<file path="config.mk">
export PLATFORM = sky130hd
export DESIGN_NAME = bcd_conv_arbiter
export DESIGN_NICKNAME = d
export VERILOG_FILES = /design/src/rtl/bcd_arb_pkg.sv /design/src/rtl/rr_arbiter.sv /design/src/rtl/bcd_conv_arbiter.sv
export SDC_FILE = /design/constraint.sdc
export NUM_CORES = 1
export LEC_CHECK = 0
export ABC_AREA = 1
export CELL_PAD_IN_SITES_DETAIL_PLACEMENT = 0
export CELL_PAD_IN_SITES_GLOBAL_PLACEMENT = 1
export CORE_ASPECT_RATIO = 0.7
export CORE_MARGIN = 2
export CORE_UTILIZATION = 27
export CTS_CLUSTER_DIAMETER = 60
export CTS_CLUSTER_SIZE = 8
export DETAILED_ROUTE_END_ITERATION = 16
export PLACE_DENSITY = 0.83
export SYNTH_ARGS = -nofsm -noshare
export SYNTH_HDL_FRONTEND = slang
export SYNTH_SLANG_ARGS = --single-unit
</file>
<file path="constraint.sdc">
create_clock -name clk_i -period 2.3 [get_ports clk_i]
set_clock_uncertainty 0.1 [all_clocks]
set_input_delay 0.345 -clock clk_i [delete_from_list [all_inputs] [get_ports clk_i]]
set_output_delay 0.345 -clock clk_i [all_outputs]
set_load 0.1 [all_outputs]
</file>
<file path="src/rtl/bcd_arb_pkg.sv">
// Shared types and defaults for the BCD converter arbiter: FSM state encoding,
// default parameter values, and the requester-id width helper.
package bcd_arb_pkg;

  localparam int unsigned N_REQ_DEF      = 4;
  localparam int unsigned BITS_IN_DEF    = 16;
  localparam int unsigned BCD_DIGITS_DEF = 5;
  localparam int unsigned TIMEOUT_DEF    = 40;

  typedef enum logic [2:0] {
    IDLE,
    START,
    WAIT_BUSY,
    WAIT_DONE,
    RESP
  } state_t;

  // Keeps the id bus at least one bit wide for degenerate requester counts.
  function automatic int unsigned id_width(input int unsigned n);
    return (n <= 1) ? 1 : $clog2(n);
  endfunction

endpackage

</file>
<file path="src/rtl/rr_arbiter.sv">
// Combinational round-robin picker: the search starts at ptr_i and wraps;
// returns a one-hot grant, the winner index and whether anyone requested.
module rr_arbiter #(
  parameter int unsigned N_REQ_PP    = 4,
  parameter int unsigned ID_WIDTH_PP = 2
) (
  input  logic [N_REQ_PP-1:0]    req_i,
  input  logic [ID_WIDTH_PP-1:0] ptr_i,
  output logic [N_REQ_PP-1:0]    grant_o,
  output logic [ID_WIDTH_PP-1:0] idx_o,
  output logic                   any_o
);

  logic [2*N_REQ_PP-1:0] dbl;
  logic [N_REQ_PP-1:0]   rot;

  always_comb begin
    dbl     = {req_i, req_i} >> ptr_i;
    rot     = dbl[N_REQ_PP-1:0];
    idx_o   = '0;
    any_o   = 1'b0;
    grant_o = '0;
    // rot[i] is requester (ptr + i) mod N, so the first set bit is the winner
    for (int unsigned i = 0; i < N_REQ_PP; i++) begin
      if (!any_o && rot[i]) begin
        any_o = 1'b1;
        idx_o = ID_WIDTH_PP'((32'(ptr_i) + i) % N_REQ_PP);
      end
    end
    for (int unsigned k = 0; k < N_REQ_PP; k++) begin
      grant_o[k] = any_o && (ID_WIDTH_PP'(k) == idx_o);
    end
  end

endmodule

</file>
<file path="src/rtl/bcd_conv_arbiter.sv">
// Shares one serial binary_to_bcd converter among several requesters: arbitrates,
// sequences the start/done handshake, and returns id-tagged results or a watchdog abort.
module bcd_conv_arbiter
  import bcd_arb_pkg::*;
#(
  parameter int unsigned N_REQ_PP          = N_REQ_DEF,
  parameter int unsigned BITS_IN_PP        = BITS_IN_DEF,
  parameter int unsigned BCD_DIGITS_OUT_PP = BCD_DIGITS_DEF,
  parameter int unsigned TIMEOUT_PP        = TIMEOUT_DEF,
  parameter int unsigned ID_WIDTH_PP       = id_width(N_REQ_PP)
) (
  input  logic                             clk_i,
  input  logic                             rst_i,
  input  logic [N_REQ_PP-1:0]              req_i,
  input  logic [N_REQ_PP*BITS_IN_PP-1:0]   dat_i,
  output logic [N_REQ_PP-1:0]              ack_o,
  output logic                             rsp_valid_o,
  input  logic                             rsp_ready_i,
  output logic [ID_WIDTH_PP-1:0]           rsp_id_o,
  output logic [4*BCD_DIGITS_OUT_PP-1:0]   rsp_bcd_o,
  output logic                             rsp_err_o,
  output logic                             conv_start_o,
  output logic                             conv_ce_o,
  output logic [BITS_IN_PP-1:0]            conv_dat_o,
  input  logic                             conv_done_i,
  input  logic [4*BCD_DIGITS_OUT_PP-1:0]   conv_bcd_i
);

  localparam int unsigned BCD_W = 4 * BCD_DIGITS_OUT_PP;
  localparam int unsigned WD_W  = $clog2(TIMEOUT_PP + 1);
  localparam logic [WD_W-1:0]        WD_MAX  = WD_W'(TIMEOUT_PP);
  localparam logic [ID_WIDTH_PP-1:0] ID_LAST = ID_WIDTH_PP'(N_REQ_PP - 1);

  state_t                  state_q, state_d;
  logic [ID_WIDTH_PP-1:0]  ptr_q, ptr_d;
  logic [ID_WIDTH_PP-1:0]  id_q, id_d;
  logic [BITS_IN_PP-1:0]   dat_q, dat_d;
  logic [N_REQ_PP-1:0]     ack_q, ack_d;
  logic [BCD_W-1:0]        bcd_q, bcd_d;
  logic                    err_q, err_d;
  logic [WD_W-1:0]         wd_q, wd_d;
  logic [WD_W-1:0]         wd_inc;

  logic [N_REQ_PP-1:0]     grant;
  logic [ID_WIDTH_PP-1:0]  win_idx;
  logic                    win_any;

  rr_arbiter #(
    .N_REQ_PP    (N_REQ_PP),
    .ID_WIDTH_PP (ID_WIDTH_PP)
  ) u_rr (
    .req_i   (req_i),
    .ptr_i   (ptr_q),
    .grant_o (grant),
    .idx_o   (win_idx),
    .any_o   (win_any)
  );

  always_comb begin
    state_d = state_q;
    ptr_d   = ptr_q;
    id_d    = id_q;
    dat_d   = dat_q;
    ack_d   = '0;
    bcd_d   = bcd_q;
    err_d   = err_q;
    wd_d    = wd_q;
    wd_inc  = (wd_q == WD_MAX) ? wd_q : wd_q + 1'b1;
    unique case (state_q)
      IDLE: begin
        // conv_done_i gate covers a converter still busy from before a reset
        if (win_any && conv_done_i) begin
          id_d  = win_idx;
          ack_d = grant;
          ptr_d = (win_idx == ID_LAST) ? '0 : win_idx + 1'b1;
          for (int unsigned k = 0; k < N_REQ_PP; k++) begin
            if (grant[k]) dat_d = dat_i[k*BITS_IN_PP +: BITS_IN_PP];
          end
          state_d = START;
        end
      end
      START: begin
        wd_d    = '0;
        state_d = WAIT_BUSY;
      end
      WAIT_BUSY: begin
        wd_d = wd_inc;
        if (wd_inc == WD_MAX) begin
          bcd_d   = '0;
          err_d   = 1'b1;
          state_d = RESP;
        end else if (!conv_done_i) begin
          state_d = WAIT_DONE;
        end
      end
      WAIT_DONE: begin
        wd_d = wd_inc;
        if (conv_done_i) begin
          bcd_d   = conv_bcd_i;
          err_d   = 1'b0;
          state_d = RESP;
        end else if (wd_inc == WD_MAX) begin
          bcd_d   = '0;
          err_d   = 1'b1;
          state_d = RESP;
        end
      end
      RESP: begin
        if (rsp_ready_i) state_d = IDLE;
      end
      default: state_d = IDLE;
    endcase
  end

  always_ff @(posedge clk_i or posedge rst_i) begin
    if (rst_i) begin
      state_q <= IDLE;
      ptr_q   <= '0;
      id_q    <= '0;
      dat_q   <= '0;
      ack_q   <= '0;
      bcd_q   <= '0;
      err_q   <= 1'b0;
      wd_q    <= '0;
    end else begin
      state_q <= state_d;
      ptr_q   <= ptr_d;
      id_q    <= id_d;
      dat_q   <= dat_d;
      ack_q   <= ack_d;
      bcd_q   <= bcd_d;
      err_q   <= err_d;
      wd_q    <= wd_d;
    end
  end

  assign ack_o        = ack_q;
  assign conv_start_o = (state_q == START);
  assign conv_ce_o    = (state_q == START) || (state_q == WAIT_BUSY) || (state_q == WAIT_DONE);
  assign conv_dat_o   = dat_q;
  assign rsp_valid_o  = (state_q == RESP);
  assign rsp_id_o     = id_q;
  assign rsp_bcd_o    = bcd_q;
  assign rsp_err_o    = err_q;

endmodule

</file>
# After elaboration in Yosys (flattened, before gate mapping)
# Cells that the tools add are included.
[totals]
ff_bits = 54
input_bits = 92
output_inout_bits = 46
wordCells = 80
[op_classes]
addsub = 5
eq_ne = 14
shifts = 1
n_mux = 30
reduce_logical = 22
[ops]
columns = ["op", "n"]
rows = [
  ["$mux W16", 4],
  ["$mux W20", 2],
  ["$pmux W20 S2", 1],
  ["$mux W3", 6],
  ["$pmux W3 S5", 1],
  ["$eq A6 B6 Y1 const B", 2],
  ["$pmux W6 S2", 1],
  ["$mux W2", 5],
  ["$logic_and A1 B1 Y1", 8],
  ["$mux W4", 2],
  ["$shr A8 B2 Y4", 1],
  ["$add A6 B1 Y6 const B", 1],
  ["$eq A3 B2 Y1 const B", 2],
  ["$mux W1", 6],
  ["$mux W6", 1],
  ["$ne A3 B3 Y1 const B", 2],
  ["$add A2 B1 Y2 const B", 2],
  ["$add A2 B2 Y2 const B", 2],
  ["$eq A2 B2 Y1 const A", 2],
  ["$reduce_and A4 Y1", 1],
  ["$reduce_bool A2 Y1", 2],
  ["$reduce_bool A4 Y1", 1],
  ["$eq A3 B1 Y1 const B", 1],
  ["$eq A3 B3 Y1 const B", 1],
  ["12 further kinds", 15],
]

# Depth between registers and ports, before layout
[depth]
word_depth = 17
ltp_mapped = 22
mapped_depth_nobuf = 19

# Modules after synthesis
# A second synthesis with hierarchy kept.
[unflattened]
hier_cells = 379
hier_area_um2 = 3076.7
[by_module_without_submodules]
columns = ["mod", "n_inst", "cells_per_inst", "area_per_inst_um2"]
rows = [
  ["bcd_conv_arbiter", 1, 318, 2752.6],
  ["rr_arbiter", 1, 61, 324.1],
]

# Least setup slack after synthesis
# Ideal clock, no wire load.
[synth_timing]
kind = "register to output"
startpoint = "reg state_q[2]"
endpoint = "out conv_start_o"
arrival_time_ns = 2.549
slack_ns = -0.694
stages_incl_launch_ff = 2
n_path_buf = 0
path_cell_list = "dfrtp_1 nor3_1"
[synth_via]
elab_chain_cells = 1
[synth_rtl]
columns = ["item", "line_no", "source"]
rows = [
  ["from (decl)", "bcd_conv_arbiter.sv:34", "state_t state_q, state_d;"],
  ["from (signal assigned)", "bcd_conv_arbiter.sv:126", "state_q <= state_d;"],
  ["$eq A3 B1 Y1", "bcd_conv_arbiter.sv:138", "assign conv_start_o = (state_q == START);"],
  ["to (decl)", "bcd_conv_arbiter.sv:22", "output logic conv_start_o,"],
]
# No other way between the ends.

# Worst setup path after layout
[layout_timing]
startpoint = "in req_i[1]"
endpoint = "reg dat_q[9] (netlist: conv_dat_o[9])"
[layout_via]
elab_chain_cells = 16
word_cells_on_any_way = 29
[layout_rtl]
columns = ["item", "line_no", "source"]
rows = [
  ["from (decl)", "bcd_conv_arbiter.sv:14", "input logic [N_REQ_PP-1:0] req_i,"],
  ["$shr A8 B2 Y4 *", "rr_arbiter.sv:18", "dbl = {req_i, req_i} >> ptr_i;"],
  ["$mux W1", "rr_arbiter.sv:25", "if (!any_o && rot[i]) begin"],
  ["$logic_not A1 Y1", "rr_arbiter.sv:25", ""],
  ["$logic_and A1 B1 Y1", "rr_arbiter.sv:25", ""],
  ["$mux W1", "rr_arbiter.sv:25", ""],
  ["$logic_not A1 Y1", "rr_arbiter.sv:25", ""],
  ["$logic_and A1 B1 Y1", "rr_arbiter.sv:25", ""],
  ["$mux W1", "rr_arbiter.sv:25", ""],
  ["$logic_not A1 Y1", "rr_arbiter.sv:25", ""],
  ["$logic_and A1 B1 Y1", "rr_arbiter.sv:25", ""],
  ["$mux W2", "rr_arbiter.sv:25", ""],
  ["$eq A1 B2 Y1", "rr_arbiter.sv:31", "grant_o[k] = any_o && (ID_WIDTH_PP'(k) == idx_o);"],
  ["$logic_and A1 B1 Y1", "rr_arbiter.sv:31", ""],
  ["$mux W16 (3 in a row)", "bcd_conv_arbiter.sv:77", "if (grant[k]) dat_d = dat_i[k*BITS_IN_PP +: BITS_IN_PP];"],
  ["to (signal assigned)", "bcd_conv_arbiter.sv:129", "dat_q <= dat_d;"],
  ["to (decl)", "bcd_conv_arbiter.sv:37", "logic [BITS_IN_PP-1:0] dat_q, dat_d;"],
]
# Mark *: on every way between the ends. The rest lies on a longest branch, timed or not.
# A chain may end at the register's enable or synchronous reset.

==> results.py <==
metrics = {
    "routing": {
        "route.detailed.drc": 0,
        "wl_per_cell_um": 14.3,
        "vias": 3864,
        "dr.pass1.iters": 6,
        "viasPerCell": 4.71,
        "drtIter0Drc": 191,
        "final_antenna_net_count": 0,
        "routed_wl_um": 11800,
    },
    "clock_network": {
        "tritoncts": "yes",
        "htree_levels": 2,
        "cts.clk_slew.worst_paths_ns": 0.07,
        "cts_buffer_depth": 2,
        "cts_root_buf": "clkbuf_16",
        "cts_buffers": 5,
        "insertion_delay_ns": 0.30,
        "cts_sinks": 54,
    },
    "min_path": {
        "holdCritPathClass": "input pin to asynchronous set/reset pin",
    },
    "global_routing": {
        "grt_pass1_wl_um": 18900,
        "antenna_found_initial": 0,
        "grt_pass1_vias": 3755,
        "grt_usage_pct": 16.9,
        "grt_max_degree": 55,
        "grt_overflow": 0,
    },
    "synth": {
        "post-synth-top-count-cell": "nand2_1",
        "synth-seq-cells": 54,
        "yosys_warnings": 0,
        "syn_nets": 599,
        "syn_inst": 501,
        "synth_top_area_share_pct": 39.3,
        "async_reset_ff_share_pct": 100,
        "synth_area_per_cell_sq_um": 6.87,
        "synth_seq_area_share_pct": 39.3,
        "synth_common_cells": "160 x nand2_1, 70 x nand3_1, 56 x nor2_1",
        "synth-edff-count": 0,
        "synth-main-ff-cell": "dfrtp_1",
        "synth.distinct_cells": 29,
        "yosysTopAreaCell": "dfrtp_1",
        "netlist_top_cells_area": "dfrtp_1 39%, nand2_1 17%, nand3_1 10%",
        "synth_area_sq_mm": 0.00344,
    },
    "floorplanning": {
        "die_h_um": 98.4,
        "dieArea_sq_mm": 0.0137,
        "io_pins": 138,
        "initial_core_util_pct": 27.7,
        "fp.dieW_um": 139,
        "core-area_sq_mm": 0.0124,
        "row_count": 34,
    },
    "final_layout": {
        "fill_cells": 1244,
        "area_delta_synth_final_pct": 62.4,
        "final_net_count": 755,
        "antenna-diode-count": 0,
        "drive_above_1_share_pct": 21.3,
    },
    "worst_setup_path": {
        "crit_path_start_kind": "input pin",
        "worstSetupPathType": "input pin to register",
        "crit_arrival_ns": 2.50,
        "critPathMaxFanout": 8,
        "cp-end-kind": "register",
        "cp.required_ns": 2.39,
    },
    "place": {
        "dp_hpwl_um": 7880,
        "gp_congestion": 0.848,
        "io_buffers": 137,
    },
    "flow_run": {
        "maxCapViolCount": 0,
    },
    "timing": {
        "setup_slack_ns": -0.118,
        "fmax_mhz": 414,
        "slew_headroom_pct": 63.7,
        "period_minus_slack_ns": 2.42,
        "rsz0062_at_grt": "yes",
        "hold_ws_ns": 0.328,
        "finalHoldViolations": 0,
        "setup_viol": 17,
        "finalCritPeriodShare_pct": 105,
        "slew_viol_final": 0,
        "worst_pin_slew_ns": 0.543,
    },
    "status": {
        "failed_checks": "setup timing",
        "status": "finished, violations left",
    },
}
[cells by family (layout without fill, tap and decap cells)]
logic type	count (synthesis)	count (layout)	share of synthesized area, %
fa+ha+maj	6	6	2.18
compound gates	32	32	4.91
xor+xnor	3	3	0.764
flops	54	54	39.3
buf+inv	84	240	11.0
simple gates	322	323	41.8
[metal layers]
layer  track usage [%]  vias up  wire [um]
met5                 0        -          0
met4              2.18        0        124
met3              5.25       12        886
met2              26.9      141       5190
met1              23.4     1823       5550
li1                  -     1888          -
[sequential cells by signal, summed over array words and instances (netlist names)]
| name | cells |
|---|---|
| rsp_id_o | 2 |
| state_q | 3 |
| rsp_err_o | 1 |
| ptr_q | 2 |
| wd_q | 6 |
| ack_o | 4 |
| rsp_bcd_o | 20 |
| conv_dat_o | 16 |
[critical path, cell delays in order]
cell and delay [ns]:
clkdlybuf4s50_1 0.51, nand2_1 0.10, nand2_2 0.09, nand2_1 0.06
nand2_2 0.08, inv_2 0.05, buf_4 0.12, nand4_1 0.07
nand4_1 0.11, nand2_2 0.11, buf_6 0.11, ha_4 0.22
buf_12 0.15, nand3b_1 0.08, nand3_1 0.09, nand2_1 0.06
nand2_1 0.08, nand2_1 0.06
[area by class of cell]
cell class	instances	area [sq um]	share of cell area [%]
inverter	60	240	4.30
sequential	54	1350	24.2
clock buffer	5	125	2.24
multi-input combinational	364	1900	34.0
clock inverter	3	68.8	1.23
timing repair buffer	172	1700	30.4
tap	162	203	3.63
[metrics by stage]
stage	cell area (sq um)	setup slack, ns	util (%)	setup TNS [ns]	cells
floorplan	3470	-0.000525	-	-0.00420	501
global placement	5010	-0.428	40.3	-7.52	796
detailed placement	5010	-0.501	40.3	-8.92	796
CTS	5470	-0.0282	44.1	-0.0417	816
global route	5590	-0.300	45.0	-4.39	820
finish	5590	-0.118	45.0	-1.31	820
[layout by cell type, fill, tap and decap left out, types with 3 or more instances in the layout]
master | synthesis | final
nand2_1 | 160 | 145
clkdlybuf4s50_1 | 0 | 89
nand3_1 | 70 | 66
buf_4 | 4 | 66
dfrtp_1 | 54 | 52
inv_1 | 55 | 51
nor2_1 | 56 | 50
nand3b_1 | 16 | 16
a21oi_1 | 17 | 16
nand2_2 | 3 | 12
buf_12 | 0 | 9
o21ai_0 | 9 | 8
nand2_4 | 2 | 8
nand4_1 | 7 | 7
clkbuf_16 | 0 | 6
inv_2 | 3 | 5
nor2_2 | 1 | 4
nand3_2 | 0 | 4
nor3_1 | 5 | 4
xor2_1 | 3 | 3
nor2_4 | 0 | 3
ha_1 | 6 | 3
ha_4 | 0 | 3
buf_6 | 5 | 3
[final timing paths]
check                                    from            end  slack [ns]  cells past startpoint
worst max register to register       ptr_q[0]  conv_dat_o[9]       -0.09                     17
worst min-delay path                    rst_i       ack_o[0]        0.33                      3
max in group asynchronous               rst_i       ptr_q[1]        1.52                      3
min in group clk_i              conv_dat_o[3]  conv_dat_o[3]        0.40                      2
worst min register to register  conv_dat_o[3]  conv_dat_o[3]        0.40                      2
worst max-delay path                 req_i[1]  conv_dat_o[9]       -0.12                     18
[repair_timing]
item / CTS / global route
hold endpoints to repair: 0 / 0
resized for setup: 42 / 21
pin swaps: 18 / 16
buffers inserted: 8 / 3
endpoints found under the setup margin: 18 / 32
cloned: 4 / 1
hold buffers: 0 / 0
Power is left out: the tool's default activity adds up to more than one toggle a clock period on the data nets, which glitch-free logic cannot reach.
